`src/rtl/color_scan_ctrl.sv`:
```
// color_scan_ctrl: steps the colour-sensor filter through red/green/blue/clear, counts sensor edges per window, publishes counts + dominant colour.
// Latency: 4*(SETTLE_CYCLES+WINDOW_CYCLES+1)+1 clk from the edge that samples start (or cont_mode) to the done pulse.
// Backpressure: none; start is ignored while busy, published results are simply replaced by the next scan.
//
// Ports:
//   clk, rst_n          system clock, asynchronous active-low reset
//   start               single-cycle scan request (ignored while busy)
//   cont_mode           back-to-back scanning while high
//   sensor_out          raw sensor frequency output, asynchronous to clk
//   s2, s3              photodiode filter select: red 00, green 11, blue 01, clear 10
//   busy, done          scan in progress / one-cycle publish strobe
//   *_cnt, color        published per-channel edge counts and dominant colour (00 none, 01 red, 10 green, 11 blue)

module color_scan_ctrl #(
    parameter int SETTLE_CYCLES = 1000,
    parameter int WINDOW_CYCLES = 50000,
    parameter int CNT_W         = 16,
    parameter int BLACK_THRESH  = 20
) (
    input  logic             clk,
    input  logic             rst_n,
    input  logic             start,
    input  logic             cont_mode,
    input  logic             sensor_out,
    output logic             s2,
    output logic             s3,
    output logic             busy,
    output logic             done,
    output logic [CNT_W-1:0] red_cnt,
    output logic [CNT_W-1:0] green_cnt,
    output logic [CNT_W-1:0] blue_cnt,
    output logic [CNT_W-1:0] clear_cnt,
    output logic [1:0]       color
);

    typedef enum logic [2:0] {
        ST_IDLE,
        ST_SETTLE,
        ST_MEASURE,
        ST_STORE,
        ST_PUBLISH
    } state_t;

    // Channel index doubles as scan order.
    typedef enum logic [1:0] {
        CH_RED   = 2'd0,
        CH_GREEN = 2'd1,
        CH_BLUE  = 2'd2,
        CH_CLEAR = 2'd3
    } chan_t;

    typedef struct packed {
        logic [CNT_W-1:0] red;
        logic [CNT_W-1:0] green;
        logic [CNT_W-1:0] blue;
        logic [CNT_W-1:0] clear;
    } chan_cnts_t;

    // One timer serves both the settle and the measurement phases.
    localparam int TMAX = (SETTLE_CYCLES > WINDOW_CYCLES) ? SETTLE_CYCLES : WINDOW_CYCLES;
    localparam int TW   = (TMAX > 1) ? $clog2(TMAX) : 1;

    localparam logic [TW-1:0] SETTLE_LAST = TW'(SETTLE_CYCLES - 1);
    localparam logic [TW-1:0] WINDOW_LAST = TW'(WINDOW_CYCLES - 1);
    localparam logic [63:0]   THRESH64    = 64'(BLACK_THRESH);

    state_t           state_q;
    chan_t            chan_q;
    logic [TW-1:0]    timer_q;
    logic [CNT_W-1:0] edge_cnt_q;
    chan_cnts_t       sh_q;
    chan_cnts_t       pub_q;
    logic             sync1_q;
    logic             sync2_q;
    logic             sync3_q;
    logic             edge_det;
    logic [1:0]       color_nxt;

    function automatic logic [1:0] filt_code(input chan_t ch);
        logic [1:0] code;
        case (ch)
            CH_RED:   code = 2'b00;
            CH_GREEN: code = 2'b11;
            CH_BLUE:  code = 2'b01;
            default:  code = 2'b10;
        endcase
        return code;
    endfunction

    // sync1/sync2 resolve metastability; sync3 is the one-cycle-old copy for edge detection.
    always_ff @(posedge clk or negedge rst_n) begin
        if (!rst_n) begin
            sync1_q <= 1'b0;
            sync2_q <= 1'b0;
            sync3_q <= 1'b0;
        end else begin
            sync1_q <= sensor_out;
            sync2_q <= sync1_q;
            sync3_q <= sync2_q;
        end
    end

    assign edge_det = sync2_q & ~sync3_q;

    // Dominant colour from the completed shadow set; ties go red > green > blue.
    always_comb begin
        color_nxt = 2'b01;
        if (64'(sh_q.clear) < THRESH64) begin
            color_nxt = 2'b00;
        end else if ((sh_q.red >= sh_q.green) && (sh_q.red >= sh_q.blue)) begin
            color_nxt = 2'b01;
        end else if (sh_q.green >= sh_q.blue) begin
            color_nxt = 2'b10;
        end else begin
            color_nxt = 2'b11;
        end
    end

    always_ff @(posedge clk or negedge rst_n) begin
        if (!rst_n) begin
            state_q    <= ST_IDLE;
            chan_q     <= CH_RED;
            timer_q    <= '0;
            edge_cnt_q <= '0;
            sh_q       <= '0;
            pub_q      <= '0;
            color      <= 2'b00;
            s2         <= 1'b0;
            s3         <= 1'b0;
            busy       <= 1'b0;
            done       <= 1'b0;
        end else begin
            done <= 1'b0;
            case (state_q)
                ST_IDLE: begin
                    // busy is still high in the done cycle, so a request there waits one cycle.
                    if (!busy && (start || cont_mode)) begin
                        state_q    <= ST_SETTLE;
                        chan_q     <= CH_RED;
                        {s2, s3}   <= filt_code(CH_RED);
                        timer_q    <= '0;
                        edge_cnt_q <= '0;
                        busy       <= 1'b1;
                    end else begin
                        busy <= 1'b0;
                    end
                end

                ST_SETTLE: begin
                    if (timer_q == SETTLE_LAST) begin
                        state_q <= ST_MEASURE;
                        timer_q <= '0;
                    end else begin
                        timer_q <= timer_q + 1'b1;
                    end
                end

                ST_MEASURE: begin
                    // Saturating count: a very fast sensor pins at all-ones rather than wrapping.
                    if (edge_det && (edge_cnt_q != '1)) begin
                        edge_cnt_q <= edge_cnt_q + 1'b1;
                    end
                    if (timer_q == WINDOW_LAST) begin
                        state_q <= ST_STORE;
                        timer_q <= '0;
                    end else begin
                        timer_q <= timer_q + 1'b1;
                    end
                end

                ST_STORE: begin
                    case (chan_q)
                        CH_RED:   sh_q.red   <= edge_cnt_q;
                        CH_GREEN: sh_q.green <= edge_cnt_q;
                        CH_BLUE:  sh_q.blue  <= edge_cnt_q;
                        default:  sh_q.clear <= edge_cnt_q;
                    endcase
                    if (chan_q == CH_CLEAR) begin
                        state_q <= ST_PUBLISH;
                    end else begin
                        state_q    <= ST_SETTLE;
                        chan_q     <= chan_t'(chan_q + 2'd1);
                        {s2, s3}   <= filt_code(chan_t'(chan_q + 2'd1));
                        edge_cnt_q <= '0;
                    end
                end

                ST_PUBLISH: begin
                    // Results become visible together with done, one cycle after this state.
                    pub_q      <= sh_q;
                    color      <= color_nxt;
                    done       <= 1'b1;
                    chan_q     <= CH_RED;
                    {s2, s3}   <= filt_code(CH_RED);
                    timer_q    <= '0;
                    edge_cnt_q <= '0;
                    if (cont_mode) begin
                        state_q <= ST_SETTLE;
                    end else begin
                        // busy stays high through the done cycle and drops from IDLE.
                        state_q <= ST_IDLE;
                    end
                end

                default: begin
                    state_q <= ST_IDLE;
                    busy    <= 1'b0;
                end
            endcase
        end
    end

    assign red_cnt   = pub_q.red;
    assign green_cnt = pub_q.green;
    assign blue_cnt  = pub_q.blue;
    assign clear_cnt = pub_q.clear;

endmodule

```
`config.mk`:
```
export PLATFORM = sky130hd
export DESIGN_NAME = color_scan_ctrl
export DESIGN_NICKNAME = d
export VERILOG_FILES = /design/src/rtl/color_scan_ctrl.sv
export SDC_FILE = /design/constraint.sdc
export NUM_CORES = 1
export LEC_CHECK = 0
export CORE_UTILIZATION = 52
export CTS_CLUSTER_SIZE = 10
export DETAILED_ROUTE_END_ITERATION = 6
export MAX_ROUTING_LAYER = met4
export PLACE_DENSITY = 0.73
export SLEW_MARGIN = 10
export SYNTH_ARGS = -nofsm -noshare
export SYNTH_HDL_FRONTEND = slang
export SYNTH_SLANG_ARGS = --single-unit
```
`constraint.sdc`:
```
create_clock -name clk -period 4.1 [get_ports clk]
set_clock_uncertainty 0.15 [all_clocks]
set_input_delay 0.41 -clock clk [delete_from_list [all_inputs] [get_ports clk]]
set_output_delay 0.41 -clock clk [all_outputs]
set_load 0.02 [all_outputs]
```
# Word level (Yosys, flattened, before mapping)
# Cells that the tools add are included.
[classes] add_sub_neg=3 order_cmp=4 eq_ne=17 n_mux=28 bitwise=3 n_reduce_logical=21
[op_table] cell="$pmux W16 S4" n=2
[op_table] cell="$mux W16" n=5
[op_table] cell="$ge A16 B16 Y1" n=3
[op_table] cell="$add A16 B1 Y16 const B" n=2
[op_table] cell="$eq A16 B10 Y1 const B" n=1
[op_table] cell="$eq A16 B16 Y1 const B" n=1
[op_table] cell="$lt A16 B5 Y1 const B" n=1
[op_table] cell="$ne A16 B16 Y1 const B" n=1
[op_table] cell="$pmux W3 S5" n=1
[op_table] cell="$mux W3" n=4
[op_table] cell="$pmux W2 S3" n=2
[op_table] cell="$ne A2 B2 Y1 const B" n=5
[op_table] cell="$reduce_and A2 Y1" n=5
[op_table] cell="$mux W2" n=4
[op_table] cell="$reduce_bool A4 Y1" n=2
[op_table] cell="$mux W1" n=7
[op_table] cell="$eq A2 B2 Y1 const B" n=3
[op_table] cell="$eq A3 B2 Y1 const B" n=2
[op_table] cell="$pmux W1 S3" n=2
[op_table] cell="$reduce_and A3 Y1" n=2
[op_table] cell="$eq A2 B1 Y1 const B" n=2
[op_table] cell="$logic_not A2 Y1" n=2
[op_table] cell="$reduce_and A4 Y1" n=1
[op_table] cell="$reduce_or A4 Y1" n=1
[op_table] cell="12 further kinds" n=15
[totals] regBits=174 in_bits=5 output_inout_bits=70 wordCells=96

# Depth between registers and ports, before layout
# Gate-level depths: netlist (run 1).
[logic_depth] depth_word=5 depth_mapped=9 depth_no_buf=8

# Least setup slack after synthesis (run 1)
# No wires, ideal clock.
[synth_path] path_kind="reg2reg" from="register sh_q[32] in the netlist's numbering" to="register color[0]" setup_ns=0.126 arrival_time_ns=2.125 required_time_ns=3.824 slack_ns=1.699 stages_incl_launch_ff=8 n_path_buf=0 period_less_slack_ns=2.401 path_cell_list="dfrtp_1 > ha_1 > nand2b_4 > a2111oi_4 > a2111oi_0 > or4_1 > a2bb2oi_1 > a221o_1"
[synth_between] elab_chain_len=4 word_cells_on_any_way=6 classes_between="2 x order compare; 3 x mux; 1 x reduce/logical"
[synth_lines] item="start, declared" line_no="71" source="chan_cnts_t sh_q;"
[synth_lines] item="$ge A16 B16 Y1 (on tied branches)" line_no="112, 110"
[synth_lines] item="$mux W1 / $logic_and A1 B1 Y1 (equally long branches)" line_no="112, 110"
[synth_lines] item="$mux W2 (*)" line_no="110" source="end else if ((sh_q.red >= sh_q.green) && (sh_q.red >= sh_q.blue)) begin"
[synth_lines] item="$mux W2 (*)" line_no="108" source="if (64'(sh_q.clear) < THRESH64) begin"
[synth_lines] item="end signal, assigned" line_no="191" source="color <= color_nxt;"
[synth_lines] item="end, declared" line_no="33" source="output logic [1:0] color"
# Every way passes the cells marked *; elsewhere a longest branch is shown, timed or not.
# A chain may end at the register's enable or synchronous reset.

# Worst setup path in the final report (run 1)
[layout_path] from="register state_q[0]" to="register color[0]"
[layout_between] elab_chain_len=1
[layout_lines] item="start, declared" line_no="67" source="state_t state_q;"
[layout_lines] item="start signal, assigned" line_no="121" source="state_q <= ST_IDLE;"
[layout_lines] item="start signal, assigned" line_no="138" source="state_q <= ST_SETTLE;"
[layout_lines] item="start signal, assigned" line_no="151" source="state_q <= ST_MEASURE;"
[layout_lines] item="$eq A3 B3 Y1" line_no="134" source="case (state_q)"
# Every way passes these cells.

==> results_dict.tcl, run 1 <==
set metrics [dict create \
    p_total_mw 3.902 \
    critPathCaptureType "flip-flop" \
    powerDensity_nw_per_um2 401.4 \
    numCtsBuffers 17 \
    antennaDiodeCount 0 \
    grt_first_pass_wirelength_mm 30.10 \
    hold_ws_ps 197.7 \
    ys_async_sr_fraction_pct 100.0 \
    outcome "finished, final reports clean" \
    first_global_vias 5897 \
    ordered_list_of_cells_on_the_worst_path "nor2_1, nand2_2, clkinv_1, buf_4, and2_1, and3_1, a221o_1" \
    synth_fp_nets 843 \
    routed_wl_mm 18.04 \
    number_of_design_rule_violations_left_by_the_first_detailed_router_iteration 382 \
    die-height_um 127.5 \
    htree_levels 4 \
    timing_worst_slew_pin_value_ps 922.0 \
    synth_largest_area_cell "sky130_fd_sc_hd__dfrtp_1" \
    yosys_most_used_dff "sky130_fd_sc_hd__dfrtp_1" \
    drt_pass1_iterations 5 \
    clk_pin_slew_ps 60 \
    syn-cell-area_um2 8195 \
    worst_setup_path_start_kind "flip-flop" \
    post_route_cells_drive_above_1_share_pct 12.63 \
    overflow 0 \
    number_of_enable_flip_flop_cells_after_synthesis 0 \
    holdCritPathClass "flip-flop to flip-flop" \
    synth_top_area_share_pct 52.82 \
    power_leakage_nw 4.677 \
    critPathMaxStageDelay_ps 500 \
    final_period_minus_worst_setup_slack_ps 2818 \
    hold_viol 0 \
    fin_nets 910 \
    placementRows 45 \
    finalNonFillerCells 1074 \
    clock_latency_on_the_worst_skew_pair_ps 430 \
    dpl_cell_area_um2 9109 \
    post_cts.repair.setup_buffers 0 \
    cp_data_required_time_ps 4260 \
    timing.max_slew.rel_slack_pct 38.38 \
    gp_congestion 0.8879 \
    max_cap_viol_count 0 \
    ys_ff_latch 173 \
    ys_top_cells_by_area "sky130_fd_sc_hd__dfrtp_1 53%, sky130_fd_sc_hd__mux2_2 8.8%, sky130_fd_sc_hd__ha_1 8.2%" \
    floorplan.initialDensity_pct 53.51 \
    cts_root_buffer "sky130_fd_sc_hd__clkbuf_16" \
    boundaryPins 75 \
    synthToLayoutAreaGrowth_pct 18.63 \
    vias_per_cell 5.472 \
    setup_violations 0 \
    ctsResizeCount 0 \
    dr_total_vias 5877 \
    synth-seq-area-share_pct 52.82 \
    grt_antenna_before_repair 0 \
    cp_slowest_cell "sky130_fd_sc_hd__nand2_2" \
    numPlacedInstances 1042 \
    clock_tree_from_tritoncts "built" \
    synth.avg_cell_area_um2 10.45 \
    netlist_instances 784 \
    design_area_um2 9722 \
    cp_max_fo 32 \
    rsz0062_at_grt "no" \
    fin_setup_tns_ps 0 \
    core_outline_area_um2 15310 \
    dpl_worst_slack_ps 1292 \
    maxSlewViolCount 0 \
    drc_violations_left 0 \
    detail_route.wl_per_cell_um 16.80 \
    total_die_area_um2 16270 \
    peakVddDrop_v 0.0002973 \
    synth.most_common_cell "sky130_fd_sc_hd__dfrtp_1" \
    pin_count_of_the_biggest_net_entering_global_routing 102 \
    post_synth_most_frequent_cells "173 x sky130_fd_sc_hd__dfrtp_1, 160 x sky130_fd_sc_hd__nand2_1, 64 x sky130_fd_sc_hd__mux2_2" \
    die_width_um 127.5 \
    timing_worst_setup_path_type "flip-flop to flip-flop" \
    synthesis_warnings 0 \
    timing.fmax_mhz 354.8 \
    timing.final.ws_setup_ps 1282 \
    synth.distinct_cells 55 \
    timing.critical_path.arrival_ps 2980 \
    drtAntennaViolNets 0 \
    ctsLongestPathBuffers 2 \
    finalCritPeriodShare_pct 68.74 \
    track_usage_pct 24.92 \
    post_route_core_utilization_pct 63.48 \
    cts.sinks 173 \
    buffer_ports.inserted 74 \
    detailedPlacementHpwl_mm 12.94 \
]
## cells by family (layout without fill, tap and decap cells)
group | count (synthesis) | after routing | synth area share [%]
flip-flops | 173 | 173 | 52.82
multiplexers | 65 | 65 | 8.916
buffers and inverters | 70 | 149 | 3.420
AO/OA/AOI/OAI | 129 | 129 | 9.756
AND/OR/NAND/NOR | 279 | 279 | 15.34
XOR/XNOR | 14 | 14 | 1.496
adder cells (fa/ha/maj) | 54 | 54 | 8.244
## worst max-delay path: cells and delay by family (launching register included)
family	cells	cell delay (ps)
and+or+nand+nor	4	960
buffers and inverters	2	850
DFF	1	490
AOI/OAI and AO/OA	1	250
## flip-flops by register name (all words and copies together) (netlist names), 2 cells and up
signal / cells
sh_q: 64
blue_cnt: 16
clear_cnt: 16
edge_cnt_q: 16
green_cnt: 16
red_cnt: 16
timer_q: 16
state_q: 3
chan_q: 2
color: 2
## layout make-up
class	count	area [um2]
clock inverters	11	142.6
fillers	1275	5593
repair buffers	78	787.0
well taps	211	264.0
flip-flops and latches	173	4329
multi-input cells	541	3592
clock buffers	20	456.7
inverters	40	150.1
## layout by cell type, fill, tap and decap left out, drive strengths merged, types with 3 or more instances in the layout
cell type | netlist | final
a2111oi | 3 | 3
a211oi | 5 | 5
a21o | 4 | 4
a21oi | 30 | 30
a31oi | 9 | 9
and2 | 4 | 4
and3 | 12 | 12
buf | 13 | 4
bufinv | 0 | 3
clkbuf | 17 | 20
clkdlybuf4s50 | 0 | 73
clkinv | 1 | 7
dfrtp | 173 | 173
ha | 54 | 54
inv | 39 | 39
mux2 | 64 | 64
nand2 | 162 | 162
nand2b | 9 | 9
nand3 | 20 | 20
nand4 | 17 | 17
nor2 | 37 | 37
nor3 | 3 | 3
o21ai | 60 | 60
o21bai | 3 | 3
or4 | 3 | 3
xor2 | 13 | 13
## path summary, 6_finish.rpt
path                                                  end              startpoint  cells after the start  slack, ps
worst max-delay path                 color[0]$_DFFE_PN0P_  state_q[0]$_DFFE_PN0P_                      7       1280
worst min-delay path                    sync2_q$_DFF_PN0_       sync1_q$_DFF_PN0_                      0        200
worst max register to register       color[0]$_DFFE_PN0P_  state_q[0]$_DFFE_PN0P_                      7       1280
worst min register to register          sync2_q$_DFF_PN0_       sync1_q$_DFF_PN0_                      0        200
max in group asynchronous       green_cnt[14]$_DFFE_PN0P_                   rst_n                      3       2420
min in group asynchronous        green_cnt[0]$_DFFE_PN0P_                   rst_n                      2        500
## where the power goes
group          internal, mW  switching (mW)  leakage, nW
Combinational         0.147           0.268         1.99
Clock                 0.984           0.645        0.292
Sequential             1.77          0.0860         2.39
Total                  2.90            1.00         4.68
## per-layer routing
layer / share of wire [%] / routed length [um] / global-route usage, % / up-vias
met5: 0 / 0 / - / -
met4: 1.2 / 218 / 8.683 / 0
met3: 3.5 / 626 / 4.313 / 15
met2: 47 / 8566 / 38.19 / 114
met1: 48 / 8628 / 33.64 / 2924
li1: - / - / - / 2824
## what timing repair did
action                     in CTS  in global routing
hold buffers                    1                  0
setup endpoints to repair       0                  0
hold endpoints to repair      100                  0
(Power assumes the default switching activity.)
==> run 2: changes to the inputs <==
==> constraint.sdc (replaced) <==
create_clock -name clk -period 2.7 [get_ports clk]
set_clock_uncertainty 0.15 [all_clocks]
set_input_delay 0.27 -clock clk [delete_from_list [all_inputs] [get_ports clk]]
set_output_delay 0.27 -clock clk [all_outputs]
set_load 0.02 [all_outputs]
==> run 2 against run 1 <==
Compared with the run above:
- combinational power grew 57%
- sequential share of layout area decreased by 0.38 points
- non-clock buffer count increased by 14
- via count up 0.85%
- routed wire length up 1.2%
- sequential cell count stayed put
- sequential power up 52%
- total power grew 52%
- core utilization increased by 0.55 points
- highest routed layer unchanged
- clock power is 52% higher
- largest power group unchanged
- register-to-register slack got worse by 1200 ps
==> results_dict.tcl, run 2 (synthesis gave the netlist of run 1 again) <==
set metrics [dict create \
    outcome "finished, final reports clean" \
    timing.fmax_mhz 386.8 \
    rsz0062_at_grt "no" \
    fillerInstances 1253 \
    grt_first_pass_wirelength_mm 30.10 \
    cp_max_fo 3 \
    routed_wl_mm 18.25 \
    drt_pass1_iterations 4 \
    post_cts.repair.setup_buffers 0 \
    pin_count_of_the_biggest_net_entering_global_routing 84 \
    cts.sinks 173 \
    critPathCaptureType "flip-flop" \
    numCtsBuffers 17 \
    powerDensity_nw_per_um2 606.0 \
    number_of_design_rule_violations_left_by_the_first_detailed_router_iteration 296 \
    floorplan.initialDensity_pct 53.51 \
    timing.max_slew.rel_slack_pct 47.56 \
    dr_total_vias 5927 \
    ff_latch_area_um2 4329 \
    clock_tree_from_tritoncts "built" \
    drtAntennaViolNets 0 \
    peakVddDrop_v 0.0004639 \
    clock_latency_on_the_worst_skew_pair_ps 430 \
    timing.critical_path.arrival_ps 2750 \
    max_cap_viol_count 0 \
    timing_worst_slew_pin_value_ps 784.7 \
    detail_route.wl_per_cell_um 16.82 \
    clk_pin_slew_ps 60 \
    drc_violations_left 0 \
    timing_worst_setup_path_type "flip-flop to flip-flop" \
    gp_congestion 0.8997 \
    number_of_flip_flops_in_the_largest_register 64 \
    final_period_minus_worst_setup_slack_ps 2585 \
    worst_setup_path_start_kind "flip-flop" \
    design_area_um2 9806 \
    p_total_mw 5.942 \
    setup_violations 0 \
    cts_root_buffer "sky130_fd_sc_hd__clkbuf_16" \
    track_usage_pct 25.00 \
    detailedPlacementHpwl_mm 13.13 \
    power_leakage_nw 4.730 \
    dpl_cell_area_um2 9214 \
    post_route_cells_drive_above_1_share_pct 13.39 \
    fin_setup_tns_ps 0 \
    overflow 0 \
    first_global_vias 5943 \
    hold_ws_ps 131.2 \
    maxSlewViolCount 0 \
    boundaryPins 75 \
    holdCritPathClass "input port to flip-flop" \
    ctsResizeCount 0 \
    cp_data_required_time_ps 2860 \
    total_die_area_um2 16270 \
    placementRows 45 \
    post_route_core_utilization_pct 64.03 \
    fin_nets 924 \
    hold_viol 0 \
    vias_per_cell 5.463 \
    die_width_um 127.5 \
    synthToLayoutAreaGrowth_pct 19.65 \
    buffer_ports.inserted 74 \
    ctsHoldBuffers 1 \
    die-height_um 127.5 \
    final_common_cell "sky130_fd_sc_hd__dfrtp_1" \
    finalCritPeriodShare_pct 95.75 \
    antennaDiodeCount 0 \
    highest_count_cells_in_the_layout_ignoring_fill_and_taps "173 x sky130_fd_sc_hd__dfrtp_1, 159 x sky130_fd_sc_hd__nand2_1, 73 x sky130_fd_sc_hd__clkdlybuf4s50_1" \
    htree_levels 4 \
    ctsLongestPathBuffers 2 \
    register_name_with_the_most_flops "sh_q" \
    grt_antenna_before_repair 0 \
    multiInputGateArea_um2 3588 \
    core_outline_area_um2 15310 \
]
run 2: cell count changes in the layout (fill, tap and decap cells not counted):
cell,change
sky130_fd_sc_hd__clkbuf_8,-2
sky130_fd_sc_hd__a21oi_1,+1
sky130_fd_sc_hd__clkbuf_1,+2
sky130_fd_sc_hd__buf_4,+14
sky130_fd_sc_hd__a21oi_2,-1
sky130_fd_sc_hd__bufinv_16,+1
sky130_fd_sc_hd__clkinv_2,-2
sky130_fd_sc_hd__clkinv_4,-2
run 2: power by group:
part | total (mW) | internal (mW) | switching (mW)
logic | 0.652 | 0.241 | 0.411
clock network | 2.47 | 1.52 | 0.953
registers | 2.82 | 2.69 | 0.124
run 2: through the flow:
stage | std cells | worst slack, ps
finish | 1085 | 114.9
global route | 1085 | 17.40
CTS | 1085 | 131.8
detailed placement | 1056 | 135.6
global placement | 1056 | 173.3
floorplan | 784 | 299.0
run 2: critical path, cell delays in order, from the launching register on:
cell and delay [ps]:
sky130_fd_sc_hd__dfrtp_1 380, sky130_fd_sc_hd__inv_1 100, sky130_fd_sc_hd__ha_1 230, sky130_fd_sc_hd__nand2b_4 150, sky130_fd_sc_hd__a2111oi_4 330, sky130_fd_sc_hd__a2111oi_0 130
sky130_fd_sc_hd__or4_1 520, sky130_fd_sc_hd__a2bb2oi_1 150, sky130_fd_sc_hd__a221o_1 340
run 2: layer usage:
| layer | up-vias | routed length [um] | GRT usage (%) |
|---|---|---|---|
| li1 | 2862 | - | - |
| met1 | 2926 | 8737 | 33.39 |
| met2 | 117 | 8622 | 38.93 |
| met3 | 22 | 605 | 4.062 |
| met4 | 0 | 287 | 8.683 |
| met5 | - | 0 | - |
run 2: worst paths after layout:
kind                                 startpoint                 endpoint  cells past startpoint  slack (ps)
min                                  sensor_out        sync1_q$_DFF_PN0_                      1         130
min in group asynchronous                 rst_n  blue_cnt[2]$_DFFE_PN0P_                      2         320
max in group asynchronous                 rst_n     sh_q[30]$_DFFE_PN0P_                      3        1340
max                        sh_q[48]$_DFFE_PN0P_     color[0]$_DFFE_PN0P_                      8         110
min reg2reg                   sync1_q$_DFF_PN0_        sync2_q$_DFF_PN0_                      0         200
max reg2reg                sh_q[48]$_DFFE_PN0P_     color[0]$_DFFE_PN0P_                      8         110
run 2: layout make-up:
type	instances	share of cell area, %
Timing Repair Buffer	92	9.098
Clock buffer	20	4.453
Clock inverter	8	1.480
Sequential cell	173	44.15
Tap cell	211	2.692
Multi-Input combinational cell	541	36.60
Inverter	40	1.531
==> patch 1 (settings of run 1) <==
Make the reset (`rst_n`) synchronous in 2 clocked blocks. Comments in the files are not updated.
--- a/src/rtl/color_scan_ctrl.sv
+++ b/src/rtl/color_scan_ctrl.sv
@@ -90,3 +90,3 @@
     // sync1/sync2 resolve metastability; sync3 is the one-cycle-old copy for edge detection.
-    always_ff @(posedge clk or negedge rst_n) begin
+    always_ff @(posedge clk) begin
         if (!rst_n) begin
@@ -118,3 +118,3 @@
 
-    always_ff @(posedge clk or negedge rst_n) begin
+    always_ff @(posedge clk) begin
         if (!rst_n) begin
Check against the original RTL: differs if rst_n is asserted again (counterexample within 4 cycles, from zero or initial values and one cycle with rst_n low); with rst_n held inactive, the same outputs for 10 cycles.
==> patch 1 against run 1 <==
Final area down 3.6%. Highest routed layer unchanged. Sequential share of layout area decreased by 7.6 points. Clock power is 6% higher. Largest cell class is now multi-input combinational cells. Power grew 0.18%. Synthesized area is 2.8% lower. Sequential cell count is the same. Wire length increased by 9.8%. Critical endpoint is now edge_cnt_q[13]$_SDFFE_PN0P_. Worst setup slack improved by 0.21 ns.
==> patch 1: results (changes against run 1) <==
metric;value;unit;change
status;finished, final reports clean;;
r2r_slack;1.49;ns;+0.21 ns
dp_cells;1198;;+15%
ys_async_sr_fraction;0;;-1.00
fin_hold_ws;0.295;ns;+0.0976 ns
synth-xor-area-share;0.0154;;+0.000425
reg2regPathDepth;5;;-2
hpwl;13.3;mm;+2.5%
met2_wirelength;8.83;mm;+3.1%
synth.area.top_cells;dfxtp_1 (43%), nand2_1 (14%), a21oi_1 (9.9%), ha_1 (8.6%), clkbuf_1 (2.3%);;
synthTopCellsByCount;nand2_1 (287), dfxtp_1 (173), a21oi_1 (157);;
cp.arrival;2.77;ns;-0.21 ns
drt_iter0_markers;622;;+63%
synth_mux_area_frac;0.00518;;-0.0840
hold_depth;1;;+1
critical_path.max_stage_delay;0.82;ns;+0.32 ns
synthCells;994;;+27%
crit_fanout;17;;-47%
seq_area_frac_synth;0.435;;-0.0936
grt_pass1_wl;32.3;mm;+7.4%
ir_drop;0.000498;V;+68%
synth_compound_area_frac;0.165;;+0.0670
min_to;sync2_q$_SDFF_PN0_;;
relSlewSlack;0.359;;-0.0248
finalWeightedCongestion;0.911;;+2.6%
grt_pass1_vias;6383;;+8.2%
via_per_inst;5.66;;+3.4%
dp_slack;1.42;ns;+0.129 ns
min_from;sync1_q$_SDFF_PN0_;;
wl_met1;9.38;mm;+8.7%
synth_cell_type_count;71;;+29%
synth_top_flop_cell;dfxtp_1;;
reg2reg_from;edge_cnt_q[6]$_SDFFE_PN0P_;;
[patch 1: changes by cell type in the layout (fill, tap and decap cells not counted), sizes merged, moves of 7 or more]
cell,change
a21oi,+128
dfrtp,-173
dfxtp,+173
inv,+12
mux2,-63
nand2,+125
nor2,-10
nor3,+7
o21ai,-39
xnor2,+8
xor2,-8
[patch 1: area by class of cell]
type	count	area, sq um
Fill cell	1326	5390
Multi-Input combinational cell	719	4090
Sequential cell	173	3460
Timing Repair Buffer	79	778
Clock buffer	18	439
Tap cell	184	230
Clock inverter	14	199
Inverter	43	164
[patch 1: power by group]
part | total [mW] | internal, mW | switching, mW | leakage, nW
Clock | 1.73 | 1.00 | 0.728 | 0.309
Combinational | 0.423 | 0.135 | 0.289 | 1.48
Sequential | 1.75 | 1.70 | 0.0518 | 1.39
[patch 1: worst max-delay path by stage]
stage / startpoint / to / slack, ns
after floorplan: chan_q[0]$_SDFFE_PN0P_ / edge_cnt_q[14]$_SDFFE_PN0P_ / 2.01
after global placement: rst_n / done$_SDFF_PN0_ / 1.43
after detailed placement: rst_n / clear_cnt[6]$_SDFFE_PN0P_ / 1.42
after CTS: timer_q[0]$_SDFFE_PN0P_ / timer_q[13]$_SDFFE_PN0P_ / 1.49
after global routing: state_q[1]$_SDFFE_PN0P_ / edge_cnt_q[9]$_SDFFE_PN0P_ / 1.26
final: edge_cnt_q[6]$_SDFFE_PN0P_ / edge_cnt_q[13]$_SDFFE_PN0P_ / 1.49
[patch 1: critical path, delay by kind of cell (launching register included)]
| kind | cells | cell delay [ns] |
|---|---|---|
| DFF | 1 | 0.65 |
| muxes | 1 | 0.16 |
| and+or+nand+nor | 4 | 1.53 |
[patch 1: layer usage]
layer | vias to the layer above | track usage
met5 | - | -
met3 | 43 | 0.0387
li1 | 3484 | -
met1 | 3226 | 0.352
met2 | 209 | 0.406
met4 | 0 | 0.111
[patch 1: cells by family (layout without fill, tap and decap cells)]
family          count (synthesis)  after routing
compound gates                225            225
xor+xnor                       14             14
fa+ha+maj                      56             56
buf+inv                       102            154
flops                         173            173
mux                             4              4
simple gates                  420            420
[patch 1: metrics by stage]
step                      cell area, sq um  utilization
after floorplan                       7970            -
after global placement                8730        0.592
after detailed placement              8730        0.592
after CTS                             9370        0.635
after global routing                  9370        0.635
final                                 9370        0.635
==> patch 2 (flow settings as in run 1) <==
Made on the original files. The parameter `BLACK_THRESH` goes from 20 to 10.
--- a/src/rtl/color_scan_ctrl.sv
+++ b/src/rtl/color_scan_ctrl.sv
@@ -17,3 +17,3 @@
     parameter int CNT_W         = 16,
-    parameter int BLACK_THRESH  = 20
+    parameter int BLACK_THRESH  = 10
 ) (
Behaviour: same outputs for any inputs over 10 cycles, from zero or initial values and one cycle with rst_n low; that may be too few to reach the edited logic, so the function may still have changed.
==> patch 2 against run 1 <==
Wire length is 0.89% lower. Maximum frequency up 7.0%. Sequential cell count is the same. Core utilization up 0.090 points. Power down 0.94%. Final area increased by 0.14%. Synthesized area up 0.58%. Worst setup slack gained 0.18 ns. Largest cell class unchanged.
==> patch 2: results (changes against run 1) <==
metric;value;unit;change
drt-pass1-iter-count;4;;-1
cp.arrival;2.77;ns;-0.21 ns
hpwl;12.7;mm;-2.1%
met2_wirelength;8.16;mm;-4.7%
use_met1;0.329;;-0.00709
crit_fanout;18;;-44%
status;finished, final reports clean;;
synthTopCellsByCount;dfrtp_1 (173), nand2_1 (162), o21ai_0 (65);;
fin_hold_ws;0.206;ns;+0.00847 ns
place_area;9130;sq um;+0.18%
met3_usage;0.0438;;+0.000691
grt_max_degree;104;;+2.0%
reg2reg_from;edge_cnt_q[0]$_DFFE_PN0P_;;
p_leak;4.63;nW;-1.1%
wire_per_inst;16.5;um;-1.8%
crit_end;edge_cnt_q[5]$_DFFE_PN0P_;;
critical_path.max_stage_delay;0.60;ns;+0.10 ns
finalWeightedCongestion;0.866;;-2.5%
p_seq_frac;0.478;;+0.002
fin_crit_sh;0.642;;-0.0450
fillers;1258;;-1.3%
crit_slowest_cell;a211o_1;;
num_vias;5880;;+0.051%
crit_start;edge_cnt_q[0]$_DFFE_PN0P_;;
ir_drop;0.000334;V;+12%
drive_gt1_frac;0.121;;-0.00488
p_sw;1.04;mW;+4.3%
seq_area_frac_synth;0.525;;-0.00305
dp_slack;1.41;ns;+0.120 ns
wl_met1;8.74;mm;+1.3%
## patch 2: cell count changes after synthesis, sizes merged, moves of 5 or more
cell	delta
inv	+7
and4	+5
nand4	-8
nor3	+10
nor2b	+5
xor2	-12
mux2	-8
nor4	+7
o21ai	+5
nor2	-6
and3	-5
xnor2	+13
## patch 2: layout make-up
class                   instances  area (sq um)  share of cell area
inverters                      47           176              0.0181
repair buffers                 78           787              0.0808
multi-input cells             543          3580               0.368
flip-flops and latches        173          4330               0.445
clock inverters                14           161              0.0166
well taps                     211           264              0.0271
clock buffers                  18           439              0.0451
## patch 2: cells by family after synthesis
| group | count (synthesis) | synth area share |
|---|---|---|
| XOR/XNOR | 15 | 0.0159 |
| flip-flops | 173 | 0.525 |
| AO/OA/AOI/OAI | 131 | 0.0923 |
| AND/OR/NAND/NOR | 285 | 0.165 |
| buffers and inverters | 78 | 0.0410 |
| adder cells (fa/ha/maj) | 54 | 0.0820 |
| multiplexers | 58 | 0.0789 |
